File: src/rtl/mz_host.sv
// mz_host: command-side initiator for the memory-zeroing block.
//
// Accepts one command at a time (write, read, zero-range) on a valid/ready
// port, sequences it onto the zeroer's pins and returns one response pulse.
//
// Optional feature: define MZ_HOST_VERIFY_EN to read back the zeroed range
// after each zero command. Any non-zero word is reported with rsp_err=1 and the
// first failing address in rsp_data. The default build leaves out the
// read-back state and its counter.
//
// Ports
//   clock, reset            rising-edge clock, asynchronous active-high reset
//   cmd_valid/cmd_ready     request handshake
//   cmd_op                  00 write, 01 read, 10 zero range, 11 reserved
//   cmd_lo/cmd_hi/cmd_data  command fields, captured on accept
//   rsp_valid/rsp_data/rsp_err  one-cycle response; data and err hold between responses
//   ld_low/ld_high/addr/din/write/zero  registered zeroer controls
//   dout/busy               zeroer read data and busy flag
module mz_host #(
    parameter int ADDRWIDTH = 6,
    parameter int DATAWIDTH = 8,
    parameter int RD_LAT    = 1,
    parameter int BUSY_WIN  = 4
) (
    input  logic                 clock,
    input  logic                 reset,
    input  logic                 cmd_valid,
    output logic                 cmd_ready,
    input  logic [1:0]           cmd_op,
    input  logic [ADDRWIDTH-1:0] cmd_lo,
    input  logic [ADDRWIDTH-1:0] cmd_hi,
    input  logic [DATAWIDTH-1:0] cmd_data,
    output logic                 rsp_valid,
    output logic [DATAWIDTH-1:0] rsp_data,
    output logic                 rsp_err,
    output logic                 ld_low,
    output logic                 ld_high,
    output logic [ADDRWIDTH-1:0] addr,
    output logic [DATAWIDTH-1:0] din,
    output logic                 write,
    output logic                 zero,
    input  logic [DATAWIDTH-1:0] dout,
    input  logic                 busy
);

    localparam logic [3:0] S_IDLE  = 4'd0;
    localparam logic [3:0] S_WR    = 4'd1;
    localparam logic [3:0] S_RD    = 4'd2;
    localparam logic [3:0] S_RDW   = 4'd3;
    localparam logic [3:0] S_LDLO  = 4'd4;
    localparam logic [3:0] S_LDHI  = 4'd5;
    localparam logic [3:0] S_ZGO   = 4'd6;
    localparam logic [3:0] S_ZRISE = 4'd7;
    localparam logic [3:0] S_ZFALL = 4'd8;
`ifdef MZ_HOST_VERIFY_EN
    localparam logic [3:0] S_VFY   = 4'd9;
`endif
    localparam logic [3:0] S_RESP  = 4'd10;

    // Shared wait counter for read latency, busy-rise window and read-back.
    localparam int CW = $clog2(RD_LAT + BUSY_WIN + 1) + 1;

    logic [3:0]           state_q, state_d;
    logic [CW-1:0]        cnt_q, cnt_d;
    logic [ADDRWIDTH-1:0] lo_q, lo_d, hi_q, hi_d;
    logic [ADDRWIDTH-1:0] addr_q, addr_d;
    logic [DATAWIDTH-1:0] din_q, din_d;
    logic [DATAWIDTH-1:0] rsp_data_q, rsp_data_d;
    logic                 rsp_err_q, rsp_err_d;
    logic                 rsp_valid_q, rsp_valid_d;
    logic                 ld_low_q, ld_low_d, ld_high_q, ld_high_d;
    logic                 write_q, write_d, zero_q, zero_d;
    logic                 zdone;
`ifdef MZ_HOST_VERIFY_EN
    // One bit wider than an address so a 0..max range cannot wrap early.
    logic [ADDRWIDTH:0]   vaddr_q, vaddr_d;
    logic                 vfail_q, vfail_d;
    logic [ADDRWIDTH-1:0] vfail_addr_q, vfail_addr_d;
`endif

    assign cmd_ready = (state_q == S_IDLE) && !busy && !reset;

    // Every output register is loaded together with the state it belongs to,
    // so a strobe is high for exactly the one cycle spent in that state.
    always_comb begin
        state_d     = state_q;
        cnt_d       = cnt_q;
        lo_d        = lo_q;
        hi_d        = hi_q;
        addr_d      = addr_q;
        din_d       = din_q;
        rsp_data_d  = rsp_data_q;
        rsp_err_d   = rsp_err_q;
        rsp_valid_d = 1'b0;
        ld_low_d    = 1'b0;
        ld_high_d   = 1'b0;
        write_d     = 1'b0;
        zero_d      = 1'b0;
        zdone       = 1'b0;
`ifdef MZ_HOST_VERIFY_EN
        vaddr_d      = vaddr_q;
        vfail_d      = vfail_q;
        vfail_addr_d = vfail_addr_q;
`endif
        case (state_q)
            S_IDLE: begin
                if (cmd_valid && cmd_ready) begin
                    lo_d = cmd_lo;
                    hi_d = cmd_hi;
                    case (cmd_op)
                        2'b00: begin
                            state_d = S_WR;
                            addr_d  = cmd_lo;
                            din_d   = cmd_data;
                            write_d = 1'b1;
                        end
                        2'b01: begin
                            state_d = S_RD;
                            addr_d  = cmd_lo;
                        end
                        2'b10: begin
                            // An inverted range still spends one cycle in
                            // LDLO, but with the load strobe suppressed.
                            state_d = S_LDLO;
                            if (cmd_lo <= cmd_hi) begin
                                addr_d   = cmd_lo;
                                ld_low_d = 1'b1;
                            end
                        end
                        default: begin
                            state_d     = S_RESP;
                            rsp_valid_d = 1'b1;
                            rsp_err_d   = 1'b1;
                            rsp_data_d  = '0;
                        end
                    endcase
                end
            end
            S_WR: begin
                state_d     = S_RESP;
                rsp_valid_d = 1'b1;
                rsp_err_d   = 1'b0;
                rsp_data_d  = '0;
            end
            S_RD: begin
                state_d = S_RDW;
                cnt_d   = '0;
            end
            S_RDW: begin
                // RD is the first cycle addr is valid; dout is sampled in
                // the cycle RD_LAT cycles later.
                if (cnt_q == CW'(RD_LAT - 1)) begin
                    state_d     = S_RESP;
                    rsp_valid_d = 1'b1;
                    rsp_err_d   = 1'b0;
                    rsp_data_d  = dout;
                end else begin
                    cnt_d = cnt_q + CW'(1);
                end
            end
            S_LDLO: begin
                if (lo_q > hi_q) begin
                    state_d     = S_RESP;
                    rsp_valid_d = 1'b1;
                    rsp_err_d   = 1'b1;
                    rsp_data_d  = '0;
                end else begin
                    state_d   = S_LDHI;
                    addr_d    = hi_q;
                    ld_high_d = 1'b1;
                end
            end
            S_LDHI: begin
                state_d = S_ZGO;
                zero_d  = 1'b1;
            end
            S_ZGO: begin
                state_d = S_ZRISE;
                cnt_d   = '0;
            end
            S_ZRISE: begin
                // A very short range can finish before busy is ever seen.
                if (busy) begin
                    state_d = S_ZFALL;
                end else if (cnt_q == CW'(BUSY_WIN - 1)) begin
                    zdone = 1'b1;
                end else begin
                    cnt_d = cnt_q + CW'(1);
                end
            end
            S_ZFALL: begin
                if (!busy) begin
                    zdone = 1'b1;
                end
            end
`ifdef MZ_HOST_VERIFY_EN
            S_VFY: begin
                if (cnt_q == CW'(RD_LAT)) begin
                    if ((dout != '0) && !vfail_q) begin
                        vfail_d      = 1'b1;
                        vfail_addr_d = vaddr_q[ADDRWIDTH-1:0];
                    end
                    if (vaddr_q == {1'b0, hi_q}) begin
                        state_d     = S_RESP;
                        rsp_valid_d = 1'b1;
                        rsp_err_d   = vfail_d;
                        rsp_data_d  = vfail_d ? DATAWIDTH'(vfail_addr_d) : '0;
                    end else begin
                        vaddr_d = vaddr_q + (ADDRWIDTH + 1)'(1);
                        addr_d  = vaddr_d[ADDRWIDTH-1:0];
                        cnt_d   = '0;
                    end
                end else begin
                    cnt_d = cnt_q + CW'(1);
                end
            end
`endif
            S_RESP: begin
                state_d = S_IDLE;
            end
            default: begin
                state_d = S_IDLE;
            end
        endcase

        if (zdone) begin
`ifdef MZ_HOST_VERIFY_EN
            state_d      = S_VFY;
            addr_d       = lo_q;
            cnt_d        = '0;
            vaddr_d      = {1'b0, lo_q};
            vfail_d      = 1'b0;
            vfail_addr_d = '0;
`else
            state_d     = S_RESP;
            rsp_valid_d = 1'b1;
            rsp_err_d   = 1'b0;
            rsp_data_d  = '0;
`endif
        end
    end

    always_ff @(posedge clock or posedge reset) begin
        if (reset) begin
            state_q      <= S_IDLE;
            cnt_q        <= '0;
            lo_q         <= '0;
            hi_q         <= '0;
            addr_q       <= '0;
            din_q        <= '0;
            rsp_data_q   <= '0;
            rsp_err_q    <= 1'b0;
            rsp_valid_q  <= 1'b0;
            ld_low_q     <= 1'b0;
            ld_high_q    <= 1'b0;
            write_q      <= 1'b0;
            zero_q       <= 1'b0;
`ifdef MZ_HOST_VERIFY_EN
            vaddr_q      <= '0;
            vfail_q      <= 1'b0;
            vfail_addr_q <= '0;
`endif
        end else begin
            state_q      <= state_d;
            cnt_q        <= cnt_d;
            lo_q         <= lo_d;
            hi_q         <= hi_d;
            addr_q       <= addr_d;
            din_q        <= din_d;
            rsp_data_q   <= rsp_data_d;
            rsp_err_q    <= rsp_err_d;
            rsp_valid_q  <= rsp_valid_d;
            ld_low_q     <= ld_low_d;
            ld_high_q    <= ld_high_d;
            write_q      <= write_d;
            zero_q       <= zero_d;
`ifdef MZ_HOST_VERIFY_EN
            vaddr_q      <= vaddr_d;
            vfail_q      <= vfail_d;
            vfail_addr_q <= vfail_addr_d;
`endif
        end
    end

    assign rsp_valid = rsp_valid_q;
    assign rsp_data  = rsp_data_q;
    assign rsp_err   = rsp_err_q;
    assign ld_low    = ld_low_q;
    assign ld_high   = ld_high_q;
    assign addr      = addr_q;
    assign din       = din_q;
    assign write     = write_q;
    assign zero      = zero_q;

endmodule

File: config.mk
export PLATFORM = sky130hd
export DESIGN_NAME = mz_host
export DESIGN_NICKNAME = d
export VERILOG_FILES = /design/src/rtl/mz_host.sv
export SDC_FILE = /design/constraint.sdc
export NUM_CORES = 1
export LEC_CHECK = 0
export CORE_ASPECT_RATIO = 1.5
export CORE_MARGIN = 3
export CORE_UTILIZATION = 40
export CTS_CLUSTER_DIAMETER = 120
export CTS_CLUSTER_SIZE = 28
export DETAILED_ROUTE_END_ITERATION = 8
export GPL_TIMING_DRIVEN = 0
export PLACE_DENSITY = 0.68
export SKIP_CTS_REPAIR_TIMING = 1
export SYNTH_ARGS = -nofsm -noshare
export SYNTH_HDL_FRONTEND = slang
export SYNTH_SLANG_ARGS = --single-unit
File: constraint.sdc
create_clock -name clock -period 2.59 [get_ports clock]
set_clock_uncertainty 0.05 [all_clocks]
set_input_delay 0.259 -clock clock [delete_from_list [all_inputs] [get_ports clock]]
set_output_delay 0.259 -clock clock [all_outputs]
set_load 0.1 [all_outputs]
Yosys cells after proc, flatten, opt, wreduce, memory -nomap -nowiden. Index checks and enable logic that the tools add are counted.

Flip-flop bits (word level): 48. Bits of input ports: 34. Output and inout bits: 29. Logic and storage cells: 108.

Add/sub/neg operators: 1. Order comparisons: 2. Eq/ne operators: 24. Muxes and demuxes: 48. Reductions and logical operators: 20.

Operators with widths (number): 8-bit 2-to-1 mux (5); 4-bit case mux with 9 select lines (1); 4-bit 2-to-1 mux (8); 8-bit case mux with 4 select lines (1); 4-bit case mux with 3 select lines (2); 6-bit case mux with 2 select lines (2); 1-bit 2-to-1 mux (23); 6-bit 2-to-1 mux (3); 4-bit by 3-bit equality test with 1-bit output, second input constant (4); 3-bit != test, second input constant (5); 4-bit by 2-bit equality test with 1-bit output, second input constant (3); 2-bit != test, second input constant (5); 5-bit AND reduction (2); 4-bit zero test (2); 1-bit case mux with 4 select lines (2); 4-bit AND reduction (2); 6-bit > comparator (1); 6-bit less-or-equal comparator (1); 3-bit by 2-bit != test with 1-bit output, second input constant (2); 5-bit nonzero test (1); 4-bit by 1-bit adder with 4-bit output, second input constant (1); 4-bit by 1-bit equality test with 1-bit output, second input constant (1); 4-bit equality test, second input constant (1); 2-bit OR reduction (2); other kinds (12) (15).

Logic depth before layout (Yosys ltp). Gate-level depths: netlist of run 1.

Depth after elaboration: 7. Mapped depth: 9. Depth with buffers taken out: 8.

Least setup slack after synthesis of run 1. OpenSTA, ideal clock, no wires.

Path type: register to register. From: register lo_q[3]. To: register addr_q[0] (netlist: addr[0]). Arrival time: 1.995 ns. Setup slack: 0.420 ns. Stages on the path, launching flop included: 8. Clock period less this slack: 2.170 ns. Cells stage by stage: dfrtp_1 -> ha_1 -> a211oi_1 -> nor2_1 -> o32ai_1 -> o21ai_1 -> a21oi_2 -> mux2_2.

Longest elaborated chain between the ends: 3.

RTL lines: from (decl) (RTL line 65) `logic [ADDRWIDTH-1:0] lo_q, lo_d, hi_q, hi_d;`; from (signal assigned) (RTL line 266) `lo_q <= lo_d;`; 6-bit > comparator (RTL line 162) `if (lo_q > hi_q) begin`; 2-bit != test (no line); 5-bit AND reduction (no line); to (signal assigned) (RTL line 268) `addr_q <= addr_d;`; to (decl) (RTL line 66) `logic [ADDRWIDTH-1:0] addr_q, addr_d;`.

No other way between the ends. A chain may end at the register's enable or synchronous reset.

Worst setup path in the final report of run 1.
From: register lo_q[3]. To: register addr_q[4] (netlist: addr[4]).

The elaborated chain is that of the path after synthesis.

==> impl_metrics.py, run 1 <==
metrics = {
    "timing": {
        "timing.hold.ws_ns": 0.296,
        "slew_violations": 0,
        "finalSetupViolations": 0,
        "hold_viol": 0,
        "tightestPinTransition_ns": 0.989,
        "max_freq_mhz": 418,
        "slew_headroom_pct": 33.9,
        "finalCriticalPeriod_ns": 2.39,
        "rsz0062_at_grt": "false",
        "setup_ws_ns": 0.196,
        "fin_crit_sh_pct": 92.4,
    },
    "floorplan": {
        "die_h_um": 104,
        "die_w_um": 71.0,
        "rows": 34,
        "initial_core_util_pct": 42.6,
        "die-area_um2": 7350,
        "ioPinCount": 63,
        "core_um2": 5960,
    },
    "synth": {
        "ys_seq_area_share_pct": 47.4,
        "ys_async_sr_fraction_pct": 100,
        "synth_adder_area_share_pct": 6.91,
        "ys_warn_count": 0,
        "synth_compound_gate_area_share_pct": 13.7,
        "synthSimpleGateAreaFrac_pct": 17.6,
        "synth_top_flop_cell": "dfrtp_1",
        "ys_ff_latch": 48,
        "yosysUniqueCellTypes": 49,
        "synthCells": 251,
        "muxShareOfSynthArea_pct": 7.99,
        "synthXorXnorAreaFrac_pct": 0,
        "mappedNetlistArea_um2": 2540,
        "avgSynthCellArea_um2": 10.1,
        "synth_edf_count": 0,
        "synth_nets": 299,
        "synth_top_family_by_area": "simple AND/OR/NAND/NOR gates",
    },
    "routing": {
        "drc": 0,
        "first_pass_iters": 4,
        "antenna_left": 0,
        "wl_um": 5660,
        "vias": 2049,
        "drtIter0Drc": 111,
        "via_per_inst": 5.23,
        "routedWlPerCell_um": 14.4,
    },
    "grt": {
        "track_usage_pct": 16.2,
        "grt_pass1_vias": 2135,
        "antenna_found_initial": 0,
        "grt_pass1_wl_um": 9810,
        "grt_max_degree": 26,
        "grt_overflow_total": 0,
    },
    "layout": {
        "fill_cells": 544,
        "nNetsFinal": 368,
        "layout_commonest_cell": "clkdlybuf4s50_1",
        "area_growth_pct": 31.7,
        "antenna_cells": 0,
        "drive_gt1_share_pct": 14.1,
        "most-common-layout-cells": "clkdlybuf4s50_1, dfrtp_1, nand2_1",
    },
    "cts": {
        "clk_path_buf_depth": 2,
        "cts_max_level": 2,
        "clkTransAtPathRegs_ns": 0.08,
        "cts_tree": "built",
        "clock-root-buffer": "clkbuf_8",
        "numCtsBuffers": 5,
        "clkLatencyLatePin_ns": 0.30,
        "clock-sinks": 48,
    },
    "worst_setup_path": {
        "crit_path_max_incr_delay_ns": 0.41,
        "start_kind": "flip-flop",
        "path_buf_inv": 0,
        "worstPathArrival_ns": 2.53,
        "cp_max_fo": 6,
        "path_class": "reg2reg",
        "crit_path_end_kind": "flip-flop",
        "cpMaxStageDelayCell": "dfrtp_1",
        "required_ns": 2.73,
        "path_delay_family": "compound AO/OA/AOI/OAI gates",
        "crit_chain": "ha_1 > a211oi_1 > nor2_1 > o32ai_2 > o21ai_1 > a21oi_2 > mux2_2",
    },
    "placement": {
        "portBuffers": 61,
        "dp_hpwl_um": 4380,
        "pre_cts_slack_ns": -0.100,
        "gp_congestion": 0.799,
    },
    "run": {
        "cap_violations": 0,
    },
    "min_path": {
        "hp-class": "in2reg",
    },
    "status": {
        "status": "finished clean",
    },
}
-- per-stage QoR --
stage / setup TNS [ns] / area [um^2] / utilization [%] / cells
2_1_floorplan: 0 / 2540 / - / 251
3_3_place_gp: -0.109 / 3240 / 54.3 / 384
3_5_place_dp: -0.209 / 3260 / 54.7 / 385
4_1_cts: -0.443 / 3340 / 56.1 / 392
5_1_grt: 0 / 3340 / 56.1 / 392
6_report: 0 / 3340 / 56.1 / 392
-- sequential cells by signal (all words and copies together), names as in the netlist --
signal     flops
rsp_valid      1
zero           1
cnt_q          4
write          1
lo_q           6
ld_low         1
hi_q           6
ld_high        1
rsp_err        1
addr           6
din            8
rsp_data       8
state_q        4
-- layout make-up --
class                   count  area [um^2]  share of cell area (%)
flip-flops and latches     48         1200                    36.0
multi-input cells         169         1180                    35.3
repair buffers             62          626                    18.7
well taps                  72         90.1                    2.70
inverters                  23         86.3                    2.58
plain buffers              11         77.6                    2.32
clock buffers               5         68.8                    2.06
clock inverters             2         12.5                   0.375
-- final timing paths --
| check | startpoint | end | slack, ns | depth (start not counted) |
|---|---|---|---|---|
| setup / recovery | lo_q[3]$_DFFE_PP0P_ | addr[4]$_DFFE_PP0P_ | 0.20 | 7 |
| hold / removal | cmd_op[0] | ld_low$_DFF_PP0_ | 0.30 | 2 |
| setup reg to reg | lo_q[3]$_DFFE_PP0P_ | addr[4]$_DFFE_PP0P_ | 0.20 | 7 |
| hold reg to reg | din[5]$_DFFE_PP0P_ | din[5]$_DFFE_PP0P_ | 0.43 | 2 |
| max in group asynchronous | reset | hi_q[5]$_DFFE_PP0P_ | 1.66 | 3 |
| min in group asynchronous | reset | cnt_q[1]$_DFFE_PP0P_ | 0.31 | 2 |
-- cell usage after synthesis, types with 2 or more instances --
library cell	number	area share (%)
o211ai_1	2	0.59
nand3_1	6	1.2
nor2_1	9	1.3
buf_6	2	0.89
nor3_1	5	0.99
dfrtp_1	48	47
nand4_1	3	0.74
nand2_1	40	5.9
mux2_2	18	8.0
a22oi_1	2	0.59
o22ai_1	2	0.49
o21a_1	2	0.59
ha_1	14	6.9
nor3b_1	2	0.59
a21oi_1	10	2.0
a21o_1	3	0.89
nand3b_1	2	0.59
inv_1	22	3.3
o21ai_0	12	2.4
clkbuf_8	2	1.1
nand2b_1	2	0.49
clkbuf_1	6	0.89
nor4b_1	2	0.69
a22o_1	10	3.5
-- metal layers --
layer / share of wire, % / up-vias / GRT usage [%]
met5: 0 / - / 0
met4: 1.7 / 0 / 5.78
met3: 4.6 / 8 / 2.91
met2: 52 / 61 / 28.8
met1: 42 / 975 / 19.2
li1: - / 1005 / -
-- cells by family (layout without fill, tap and decap cells) --
group | after synthesis | count (layout)
AOI/OAI and AO/OA | 52 | 52
adders and majority gates | 14 | 14
buffers and inverters | 34 | 103
DFF | 48 | 48
muxes | 18 | 18
and+or+nand+nor | 85 | 85
-- worst reg2reg max path, stage by stage (launching register included) --
cell and delay [ns]:
dfrtp_1 0.41, ha_1 0.32, a211oi_1 0.21, nor2_1 0.09, o32ai_2 0.33, o21ai_1 0.13
a21oi_2 0.37, mux2_2 0.39
Power of run 1 is left out: the tool's default activity adds up to more than one toggle a clock period on the data nets, which glitch-free logic cannot reach.
==> run 2: changes to the inputs <==
Settings changed: CORE_ASPECT_RATIO 1.5 to 0.75.
==> run 2 against run 1 <==
Final cell count grew 1.8%. Register-to-register slack gained 0.03 ns. Die area shrank 0.13%. Count of clock-buffer cells in the layout grew 1. Largest cell class unchanged. Via count shrank 1.6%. Worst setup slack gained 0.033 ns. Flip-flop and latch count is the same. Global-route usage shrank 0.070 points. Sequential share of layout area shrank 0.36 points. Maximum frequency grew 1.4%.
==> impl_metrics.py, run 2 (synthesis results as in run 1) <==
metrics = {
    "status": {
        "status": "finished clean",
    },
    "cts": {
        "clk_path_buf_depth": 2,
        "clock-root-buffer": "clkbuf_8",
        "clkLatencyLatePin_ns": 0.31,
        "clock-sinks": 48,
        "cts_max_level": 2,
        "cts_tree": "built",
        "clkTransAtPathRegs_ns": 0.09,
        "numCtsBuffers": 5,
    },
    "floorplan": {
        "initial_core_util_pct": 42.4,
        "die_h_um": 75.0,
        "die_w_um": 97.9,
        "core_um2": 5980,
        "die-area_um2": 7340,
        "rows": 24,
        "ioPinCount": 63,
    },
    "layout": {
        "design_area_um2": 3370,
        "drive_gt1_share_pct": 14.0,
        "most-common-layout-cells": "clkdlybuf4s50_1, dfrtp_1, nand2_1",
        "layout_commonest_cell": "clkdlybuf4s50_1",
        "final_core_util_pct": 56.5,
        "multi_input_area_um2": 1180,
        "area_growth_pct": 33.1,
        "seq_area_um2": 1200,
        "fill_cells": 536,
        "antenna_cells": 0,
        "nNetsFinal": 368,
    },
    "worst_setup_path": {
        "path_class": "reg2reg",
        "r2r-start": "hi_q[3]$_DFFE_PP0P_",
        "crit_path_end_kind": "flip-flop",
        "worstPathArrival_ns": 2.50,
        "reg2reg_to": "addr[4]$_DFFE_PP0P_",
        "required_ns": 2.73,
        "start_kind": "flip-flop",
        "r2r_setup_slack_ns": 0.23,
        "cp_max_fo": 6,
        "cp-startpoint": "hi_q[3]$_DFFE_PP0P_",
        "crit_end": "addr[4]$_DFFE_PP0P_",
        "timing.reg2reg.worst_path_depth": 8,
    },
    "timing": {
        "timing.hold.ws_ns": 0.302,
        "max_freq_mhz": 424,
        "tightestPinTransition_ns": 0.998,
        "fin_crit_sh_pct": 91.2,
        "slew_violations": 0,
        "setup_ws_ns": 0.229,
        "hold_viol": 0,
        "finalSetupViolations": 0,
        "rsz0062_at_grt": "false",
        "finalCriticalPeriod_ns": 2.36,
        "slew_headroom_pct": 33.2,
    },
    "grt": {
        "grt_pass1_wl_um": 9360,
        "grt_pass1_vias": 1932,
        "grt_overflow_total": 0,
        "track_usage_pct": 16.1,
        "antenna_found_initial": 0,
        "grt_max_degree": 30,
    },
    "routing": {
        "drc": 0,
        "antenna_left": 0,
        "drtIter0Drc": 211,
        "via_per_inst": 5.05,
        "routedWlPerCell_um": 13.9,
        "wl_um": 5550,
        "vias": 2016,
        "first_pass_iters": 4,
    },
    "min_path": {
        "hp-class": "in2async",
    },
    "placement": {
        "place_area_um2": 3260,
        "pre_cts_slack_ns": -0.0662,
        "gp_congestion": 0.957,
        "portBuffers": 61,
        "dp_hpwl_um": 4290,
    },
    "run": {
        "cap_violations": 0,
    },
}
[run 2: cell count changes in the layout (fill, tap and decap cells not counted)]
cell	delta
bufinv_16	+1
clkbuf_1	+1
clkinvlp_4	-1
[run 2: metal layers]
layer / vias to the layer above / global-route usage [%] / wire length [um] / share of wire (%)
met3: 8 / 6.30 / 456 / 8.2
li1: 1016 / - / - / -
met4: 0 / 5.53 / 77 / 1.4
met2: 54 / 22.6 / 2250 / 41
met1: 938 / 22.8 / 2760 / 50
met5: - / 0 / 0 / 0
[run 2: worst min-delay path by stage]
stage	cells after the start	end	slack (ns)
floorplan	2	din[0]$_DFFE_PP0P_	0.31
global placement	2	din[2]$_DFFE_PP0P_	0.41
detailed placement	2	din[6]$_DFFE_PP0P_	0.42
CTS	2	cnt_q[2]$_DFFE_PP0P_	0.31
global route	2	din[4]$_DFFE_PP0P_	0.36
finish	2	write$_DFF_PP0_	0.30
[run 2: metrics by stage]
stage          TNS [ns]  instances
6_report              0        399
5_1_grt               0        399
4_1_cts          -0.433        399
3_5_place_dp    -0.0662        391
3_3_place_gp    -0.0824        390
2_1_floorplan         0        251
[run 2: critical path, cell delays in order, from the launching register on]
cell	delay, ns
dfrtp_1	0.38
inv_1	0.05
ha_1	0.28
a211oi_1	0.20
nor2_1	0.08
o32ai_2	0.32
o21ai_1	0.13
a21oi_2	0.36
mux2_2	0.39
[run 2: final cells by class]
class,count,share of cell area [%]
Buffer,11,2.30
Clock buffer,6,2.15
Clock inverter,2,1.04
Inverter,23,2.56
Multi-Input combinational cell,169,34.9
Sequential cell,48,35.6
Tap cell,78,2.89
Timing Repair Buffer,62,18.5
Power of run 2 is left out for the same reason.
